<file path="src/rtl/alu_pkg.sv">
// Shared opcode definitions for the queued ALU engine.
// Widening OP_W opens up reserved codes that raise err_op.
package alu_pkg;
  localparam int OP_W = 3;

  typedef enum logic [OP_W-1:0] {
    OP_ADD = 'd0,
    OP_SUB = 'd1,
    OP_AND = 'd2,
    OP_OR  = 'd3,
    OP_EQ  = 'd4,
    OP_GT  = 'd5,
    OP_LT  = 'd6,
    OP_NE  = 'd7
  } op_e;

  typedef enum logic {
    IDLE = 1'b0,
    HOLD = 1'b1
  } state_e;
endpackage

</file>
<file path="src/rtl/sync_fifo.sv">
// First-word-fall-through FIFO with occupancy count.
// Pushes while full are ignored; pops while empty are ignored.
module sync_fifo #(
  parameter int DW    = 8,
  parameter int DEPTH = 16,
  localparam int AW   = $clog2(DEPTH),
  localparam int LW   = AW + 1
) (
  input  logic          clk,
  input  logic          rst,
  input  logic          push,
  input  logic          pop,
  input  logic [DW-1:0] din,
  output logic [DW-1:0] dout,
  output logic          full,
  output logic          empty,
  output logic [LW-1:0] level
);
  logic [DW-1:0] mem_q [DEPTH];
  logic [AW-1:0] wr_ptr_q, wr_ptr_d;
  logic [AW-1:0] rd_ptr_q, rd_ptr_d;
  logic [LW-1:0] level_q, level_d;
  logic          push_ok, pop_ok;

  assign full  = (level_q == LW'(DEPTH));
  assign empty = (level_q == '0);
  assign level = level_q;
  assign dout  = mem_q[rd_ptr_q];

  always_comb begin
    push_ok  = push & ~full;
    pop_ok   = pop & ~empty;
    wr_ptr_d = wr_ptr_q + AW'(push_ok);
    rd_ptr_d = rd_ptr_q + AW'(pop_ok);
    level_d  = level_q + LW'(push_ok) - LW'(pop_ok);
  end

  always_ff @(posedge clk) begin
    if (push_ok) mem_q[wr_ptr_q] <= din;
  end

  always_ff @(posedge clk or posedge rst) begin
    if (rst) begin
      wr_ptr_q <= '0;
      rd_ptr_q <= '0;
      level_q  <= '0;
    end else begin
      wr_ptr_q <= wr_ptr_d;
      rd_ptr_q <= rd_ptr_d;
      level_q  <= level_d;
    end
  end
endmodule

</file>
<file path="src/rtl/alu_queue_engine.sv">
// Instruction FIFO feeding a one-stage ALU with a held output
// register; results retire under a valid/ready handshake.
module alu_queue_engine
  import alu_pkg::*;
#(
  parameter int WIDTH = 6,
  parameter int DEPTH = 16
) (
  input  logic                     clk,
  input  logic                     rst,
  input  logic                     in_valid,
  input  logic [2:0]               op_in,
  input  logic [WIDTH-1:0]         a_in,
  input  logic [WIDTH-1:0]         b_in,
  output logic                     in_ready,
  output logic                     out_valid,
  input  logic                     out_ready,
  output logic [WIDTH-1:0]         result,
  output logic                     cout,
  output logic                     ovf,
  output logic [WIDTH-1:0]         a_out,
  output logic [WIDTH-1:0]         b_out,
  output logic [$clog2(DEPTH):0]   level,
  output logic                     err_op
);
  localparam int DW = OP_W + 2 * WIDTH;

  logic [DW-1:0]    head;
  logic             full, empty, pop;
  logic [OP_W-1:0]  hop;
  logic [WIDTH-1:0] ha, hb;
  logic [WIDTH:0]   sum, diff;
  logic [WIDTH-1:0] res_d;
  logic             cout_d, ovf_d, err_d;

  state_e           state_q;
  logic             out_valid_q, cout_q, ovf_q, err_q;
  logic [WIDTH-1:0] result_q, a_q, b_q;

  sync_fifo #(.DW(DW), .DEPTH(DEPTH)) u_fifo (
    .clk   (clk),
    .rst   (rst),
    .push  (in_valid),
    .pop   (pop),
    .din   ({OP_W'(op_in), a_in, b_in}),
    .dout  (head),
    .full  (full),
    .empty (empty),
    .level (level)
  );

  assign in_ready = ~full;
  assign hop      = head[DW-1 -: OP_W];
  assign ha       = head[2*WIDTH-1 -: WIDTH];
  assign hb       = head[WIDTH-1:0];
  // Pop uses the pre-push level, so a word pushed into an empty FIFO waits a cycle.
  assign pop      = ~empty & ((state_q == IDLE) | out_ready);

  always_comb begin
    sum    = {1'b0, ha} + {1'b0, hb};
    diff   = {1'b0, ha} - {1'b0, hb};
    res_d  = '0;
    cout_d = 1'b0;
    ovf_d  = 1'b0;
    err_d  = 1'b0;
    case (op_e'(hop))
      OP_ADD: begin
        res_d  = sum[WIDTH-1:0];
        cout_d = sum[WIDTH];
        ovf_d  = (ha[WIDTH-1] == hb[WIDTH-1]) &&
                 (sum[WIDTH-1] != ha[WIDTH-1]);
      end
      OP_SUB: begin
        res_d  = diff[WIDTH-1:0];
        cout_d = diff[WIDTH];
        ovf_d  = (ha[WIDTH-1] != hb[WIDTH-1]) &&
                 (diff[WIDTH-1] != ha[WIDTH-1]);
      end
      OP_AND: res_d = ha & hb;
      OP_OR:  res_d = ha | hb;
      OP_EQ:  res_d = WIDTH'(ha == hb);
      OP_GT:  res_d = WIDTH'(ha > hb);
      OP_LT:  res_d = WIDTH'(ha < hb);
      OP_NE:  res_d = WIDTH'(ha != hb);
      default: err_d = 1'b1;
    endcase
  end

  always_ff @(posedge clk or posedge rst) begin
    if (rst) begin
      state_q     <= IDLE;
      out_valid_q <= 1'b0;
      result_q    <= '0;
      cout_q      <= 1'b0;
      ovf_q       <= 1'b0;
      a_q         <= '0;
      b_q         <= '0;
      err_q       <= 1'b0;
    end else begin
      err_q <= 1'b0;
      if (pop) begin
        state_q     <= HOLD;
        out_valid_q <= 1'b1;
        result_q    <= res_d;
        cout_q      <= cout_d;
        ovf_q       <= ovf_d;
        a_q         <= ha;
        b_q         <= hb;
        err_q       <= err_d;
      end else if (state_q == HOLD && out_ready) begin
        state_q     <= IDLE;
        out_valid_q <= 1'b0;
      end
    end
  end

  assign out_valid = out_valid_q;
  assign result    = result_q;
  assign cout      = cout_q;
  assign ovf       = ovf_q;
  assign a_out     = a_q;
  assign b_out     = b_q;
  assign err_op    = err_q;
endmodule

</file>
<file path="config.mk">
export PLATFORM = sky130hd
export DESIGN_NAME = alu_queue_engine
export DESIGN_NICKNAME = d
export VERILOG_FILES = /design/src/rtl/alu_pkg.sv /design/src/rtl/sync_fifo.sv /design/src/rtl/alu_queue_engine.sv
export SDC_FILE = /design/constraint.sdc
export NUM_CORES = 1
export LEC_CHECK = 0
export CAP_MARGIN = 40
export CORE_UTILIZATION = 55
export CTS_CLUSTER_SIZE = 24
export DETAILED_ROUTE_END_ITERATION = 10
export MAX_ROUTING_LAYER = met4
export PLACE_DENSITY = 0.81
export SYNTH_ARGS = -nofsm -noshare
export SYNTH_HDL_FRONTEND = slang
export SYNTH_SLANG_ARGS = --single-unit
</file>
<file path="constraint.sdc">
create_clock -name clk -period 10.7 [get_ports clk]
set_input_delay 2.14 -clock clk [delete_from_list [all_inputs] [get_ports clk]]
set_output_delay 2.14 -clock clk [all_outputs]
set_load 0.01 [all_outputs]
</file>
## After elaboration in Yosys (flattened, before gate mapping)

Memories as Yosys holds them, arrays and structs flattened.
Index checks and enable logic that the tools add are counted.

| word-level totals | value |
|---|---|
| register bits | 34 |
| memory bits (writable) | 240 |
| output and inout port bits | 28 |
| logic and storage cells | 54 |
| memories | 1 |

Memories:

| memory | words | width | rd ports | clocked after memory_dff | write ports | RTL line | source |
|---|---|---|---|---|---|---|---|
| u_fifo.mem_q | 16 | 15 | 1 | 0 | 1 | sync_fifo.sv:19 | `logic [DW-1:0] mem_q [DEPTH];` |

| operators by class | value |
|---|---|
| add/sub/neg operators | 6 |
| magnitude comparators | 2 |
| equal/unequal tests | 14 |
| multiplexer cells | 7 |
| bitwise logic cells | 9 |
| reductions and logical operators | 6 |

Operators by type and width:

| cell | count |
|---|---|
| $pmux W6 S8 | 1 |
| $eq A3 B3 Y1 const B | 4 |
| $add A4 B1 Y4 | 2 |
| $add A6 B6 Y7 | 1 |
| $sub A6 B6 Y7 | 1 |
| $and A6 B6 Y6 | 1 |
| $eq A3 B2 Y1 const B | 2 |
| $eq A6 B6 Y1 | 1 |
| $gt A6 B6 Y1 | 1 |
| $lt A6 B6 Y1 | 1 |
| $ne A6 B6 Y1 | 1 |
| $or A6 B6 Y6 | 1 |
| $add A5 B1 Y5 | 1 |
| $eq A5 B5 Y1 const B | 1 |
| $logic_not A5 Y1 | 1 |
| $sub A5 B1 Y5 | 1 |
| $mux W1 | 4 |
| $pmux W1 S2 | 2 |
| $and A1 B1 Y1 | 3 |
| $eq A3 B1 Y1 const B | 1 |
| $logic_and A1 B1 Y1 | 3 |
| $logic_not A3 Y1 | 1 |
| $ne A1 B1 Y1 | 3 |
| $not A1 Y1 | 3 |
| 3 further kinds | 3 |

## Logic depth before layout (Yosys ltp)

| logic depth | value |
|---|---|
| word-level depth | 5 |
| gate-level depth with buffers | 16 |
| mapped depth without buffers | 15 |

## By module

From an unflattened synthesis, not the netlist that was laid out.

| second synthesis, totals | value |
|---|---|
| cell total of the unflattened synthesis | 709 |
| area total of the unflattened synthesis | 11822.6 µm² |

Modules (own cells, without submodules):

| module | instances | cells each | area an instance (µm²) | seq. area each (µm²) |
|---|---|---|---|---|
| sync_fifo | 1 | 510 | 10105.9 | 7532.2 |
| alu_queue_engine | 1 | 199 | 1716.6 | 525.5 |

## Worst setup path before layout

OpenSTA, ideal clock, no wires.

| path | value |
|---|---|
| path kind | input port to flip-flop |
| from | input port in_valid |
| to | memory u_fifo.mem_q[0][0] (netlist name), enable pin |
| setup time | 406 ps |
| arrival time | 3999 ps |
| path slack | 6295 ps |
| stages on the path | 4 |
| path buffers | 1 |
| cell sequence | and2_1 > clkbuf_1 > or3b_2 > nor3_1 |

| between the ends | value |
|---|---|
| longest elaborated chain between the ends | 3 |

RTL lines:

| element | RTL line | source |
|---|---|---|
| from (decl) | alu_queue_engine.sv:11 | `input logic in_valid,` |
| $and A1 B1 Y1 | sync_fifo.sv:31 | `push_ok = push & ~full;` |
| $mux W1 | sync_fifo.sv:39 | `if (push_ok) mem_q[wr_ptr_q] <= din;` |
| $mux W1 (not written as such) | sync_fifo.sv:39 |  |
| to (decl) | sync_fifo.sv:19 |  |

Every way passes these cells.

## Final worst setup path

| path | value |
|---|---|
| from | input port out_ready |
| to | register u_fifo.level_q[4], in the netlist u_fifo.level[4] |

| between the ends | value |
|---|---|
| longest elaborated chain between the ends | 4 |

RTL lines:

| element | RTL line | source |
|---|---|---|
| from (decl) | alu_queue_engine.sv:17 | `input logic out_ready,` |
| $or A1 B1 Y1 | alu_queue_engine.sv:57 | `assign pop = ~empty & ((state_q == IDLE) \| out_ready);` |
| $and A1 B1 Y1 | alu_queue_engine.sv:57 |  |
| $and A1 B1 Y1 | sync_fifo.sv:32 | `pop_ok = pop & ~empty;` |
| $sub A5 B1 Y5 | sync_fifo.sv:35 | `level_d = level_q + LW'(push_ok) - LW'(pop_ok);` |
| named net u_fifo.level_d[4] | sync_fifo.sv:22 | `logic [LW-1:0] level_q, level_d;` |
| to (signal assigned) | sync_fifo.sv:50 | `level_q <= level_d;` |
| to (decl) | sync_fifo.sv:22 |  |

The timed path passes the listed nets, and every way through them passes these cells.
A chain may end at the register's enable or synchronous reset.

==> key figures <==
Status
  – Status: finished clean

Pwr
  – Internal power consumption: 2.66 mW
  – Standby leakage power: approximately 4.5 nW
  – Maximum vdd drop: ~0.17 mV
  – Total power divided by cell area: around 310 nW/um^2
  – Switch share: 0.349
  – Total net switching power: around 1.4 mW
  – Seq pwr share: 0.351
  – Clock share of power: 0.220
  – Portion of total power attributed to combinational logic: 0.430

Global routing
  – Overall track demand over capacity in global routing: 0.239
  – Antenna violations before repair: 0
  – Maximum number of pins on one net before global-route repair: 57
  – Via count of the first global-routing pass: about 6100
  – First-pass GRT wire length: ~36000 um
  – Overflow left after global routing: 0

Logic synthesis
  – Cell area after technology mapping: 11400 um^2
  – Flip-flop and latch count after synthesis: ~270
  – Most frequently used flop master after synthesis: sky130_fd_sc_hd__edfxtp_1
  – Count of warnings emitted by yosys: 0
  – Number of nets in the synthesized netlist: roughly 650
  – Count of cell types in the netlist: 55
  – Instance count of the mapped netlist: between 600 and 700
  – EDFF count, synth: 240
  – Sequential-to-total area share from yosys stat: 0.704
  – Avg Synthesized Cell Area: 18.9 um^2
  – Asr flop ratio synth: 0.124

Placement
  – IO Port Bufs: 45
  – Placed wire-length estimate after detailed placement: about 14000 um
  – # placed instances: 909
  – Final weighted congestion in routability-driven placement: approximately 0.85
  – DP Worst Slack: about 5500 ps

Floorplan
  – Initial cell density of the core: 0.564
  – I/O pin count: between 40 and 50
  – Die Height: roughly 150 um
  – Area of the core: 20300 um^2
  – Overall die width: ~150 um
  – Number of cell rows: between 50 and 60
  – Die Area: 21400 um^2

STA
  – Actual slew at the worst max-slew pin: just over 900 ps
  – Fin Setup TNS: 0 ps
  – Rel. slew slack: 0.384
  – Tcrit/Tclk final: 0.429
  – Fin crit period: around 4600 ps
  – Highest Clock Rate: roughly 220 MHz
  – Setup-failing EPs final: 0
  – Setup repair after global routing missed its margin: false
  – Fin Clk Skew: about 10 ps
  – Hold violation count in the final report: 0
  – Final number of max-transition violations: 0
  – Crit path setup slack, layout: roughly 6100 ps
  – Post-route worst hold slack: between 400 and 500 ps

Final layout
  – Commonest non-fill, non-tap cell in the layout: sky130_fd_sc_hd__edfxtp_1
  – Final design utilization: 0.645
  – Number of diodes added for antenna fixing: 0
  – Non-filler instance count after layout: 959
  – Area Overhead vs Synth: 14.4%
  – Layout cells sized above 1: 0.202
  – Number of fillers in the final layout: 1334
  – Area used by multi-input combinational logic: between 3000 and 4000 um^2
  – Most frequent cells in the layout: 240 x sky130_fd_sc_hd__edfxtp_1, 66 x sky130_fd_sc_hd__mux4_2, 45 x sky130_fd_sc_hd__clkdlybuf4s50_1, 32 x sky130_fd_sc_hd__dfrtp_1, 31 x sky130_fd_sc_hd__inv_1
  – Number of nets at the end of the flow: between 700 and 800
  – Seq. cell area: just over 8000 um^2

Drt
  – # DRC: 0
  – Antenna viol nets, final: 0
  – Number of vias per cell after detailed routing: ~6
  – Average routed wire per standard cell: approximately 25 um
  – Drt first pass iters: 5
  – First-iteration detailed-routing DRC count: 544
  – Via count: 5916
  – Total wire length: roughly 24000 um

Critical path
  – Worst-case register-to-register setup slack: slightly above 6000 ps
  – Delay of the slowest cell on the worst path: 720 ps
  – WP data arrival: around 5000 ps
  – Type of the worst setup path: in -> reg
  – Type of origin of the critical path: input port
  – Endpoint type of the worst setup path: flop
  – Worst path required time: around 11000 ps
  – Cells on worst reg2reg path: 11
  – Highest fanout seen on the critical path: 37
  – Crit path cell chain: clkdlybuf4s50_1 > inv_1 > a21o_1 > inv_1 > ha_1 > inv_1 > ha_1 > inv_1 > fa_1 > inv_1 > a21oi_1 > nor2_1 > nor2_1 > xnor2_1
  – Cell with the biggest individual delay on the critical path: sky130_fd_sc_hd__a21o_1
  – Most used cell along the critical path: sky130_fd_sc_hd__inv_1

CTS
  – Number of buffers inserted for hold repair after clock tree synthesis: 0
  – CTS-repair resized insts: 0
  – Num CTS Buffers: 28
  – TritonCTS clock tree: done
  – Clock slew at reported path FFs: approximately 60 ps
  – Clock network latency to the later pin of the worst-skew pair: 530 ps
  – # H-tree levels: 1
  – Post-CTS Setup Bufs: 0
  – Max Root-Sink Buffers: 3
  – Clock net sink count: roughly 270
  – Clock root buffer: sky130_fd_sc_hd__clkbuf_16

Flow run
  – Max-cap violation count: 0

Hold path
  – Hold Path Class: reg -> reg
  – Hold path depth: 2
state kept, by name (all words and copies together), names as in the netlist, 4 cells and up:
| signal | flops |
|---|---|
| a_out | 6 |
| result | 6 |
| u_fifo.mem_q | 240 |
| u_fifo.level | 5 |
| u_fifo.wr_ptr_q | 4 |
| u_fifo.rd_ptr_q | 4 |
| b_out | 6 |
per-layer routing:
metal,up-vias,global-route usage,wire (um)
li1,2527,-,-
met5,-,-,0
met2,315,0.383,11800
met4,0,0.0828,616
met1,3021,0.308,9170
met3,53,0.0466,1960
power groups by stage:
stage / logic [mW] / registers [mW] / clock network (mW)
CTS: 1.76 / 1.44 / 0.914
detailed placement: 1.75 / 1.46 / 0
global route: 1.91 / 1.45 / 0.955
finish: 1.76 / 1.43 / 0.898
floorplan: 1.31 / 1.41 / 0
global placement: 1.71 / 1.44 / 0
metrics by stage:
step                      cell area, um^2  total power, mW
after detailed placement            12200             3.21
after global routing                13100             4.32
after floorplan                     11400             2.73
final                               13100             4.09
after CTS                           13100             4.11
after global placement              12200             3.15
cell type report:
cell class,instances,share of cell area
flip-flops and latches,274,0.616
multi-input cells,267,0.238
clock buffers,35,0.0572
repair buffers,66,0.0464
well taps,270,0.0258
inverters,32,0.00927
clock inverters,15,0.00736
synthesized netlist by cell type (4+ instances only):
| library cell | number | area [um^2] |
|---|---|---|
| sky130_fd_sc_hd__and2_1 | 4 | 25.0 |
| sky130_fd_sc_hd__mux2i_1 | 13 | 130 |
| sky130_fd_sc_hd__o21ai_0 | 15 | 75.1 |
| sky130_fd_sc_hd__ha_1 | 28 | 350 |
| sky130_fd_sc_hd__o21bai_1 | 5 | 37.5 |
| sky130_fd_sc_hd__xnor2_1 | 9 | 78.8 |
| sky130_fd_sc_hd__mux4_1 | 6 | 158 |
| sky130_fd_sc_hd__edfxtp_1 | 240 | 7210 |
| sky130_fd_sc_hd__nand2b_1 | 4 | 25.0 |
| sky130_fd_sc_hd__a21oi_1 | 13 | 65.1 |
| sky130_fd_sc_hd__nand3_1 | 6 | 30.0 |
| sky130_fd_sc_hd__buf_2 | 10 | 50.1 |
| sky130_fd_sc_hd__inv_1 | 31 | 116 |
| sky130_fd_sc_hd__nor3_1 | 7 | 35.0 |
| sky130_fd_sc_hd__clkbuf_1 | 13 | 48.8 |
| sky130_fd_sc_hd__a221o_1 | 4 | 40.0 |
| sky130_fd_sc_hd__mux4_2 | 66 | 1490 |
| sky130_fd_sc_hd__dfrtp_1 | 34 | 851 |
| sky130_fd_sc_hd__nand2_1 | 21 | 78.8 |
| sky130_fd_sc_hd__nor2_1 | 19 | 71.3 |
cell families after synthesis:
kind of cell / Yosys count / share of synthesized area
buffers and inverters: 63 / 0.0249
adder cells (fa/ha/maj): 31 / 0.0359
AND/OR/NAND/NOR: 80 / 0.0355
other: 1 / 0.000328
flip-flops: 274 / 0.704
XOR/XNOR: 12 / 0.00919
multiplexers: 87 / 0.157
AO/OA/AOI/OAI: 56 / 0.0327
critical path, delay by kind of cell:
kind,cells,cell delay (ps)
AOI/OAI and AO/OA,2,780
adders and majority gates,3,890
xor gates and xnor gates,1,110
and+or+nand+nor,2,130
buffers and inverters,6,940
worst paths after layout:
| check | end | startpoint |
|---|---|---|
| setup / recovery | u_fifo.level[4] | out_ready |
| hold / removal | b_out[4] | b_out[4] |
| setup reg to reg | result[0] | u_fifo.rd_ptr_q[0] |
| hold reg to reg | b_out[4] | b_out[4] |
| max in group asynchronous | u_fifo.rd_ptr_q[0] | rst |
| min in group asynchronous | u_fifo.rd_ptr_q[0] | rst |
No activity file was read; power rests on OpenSTA's default activity.
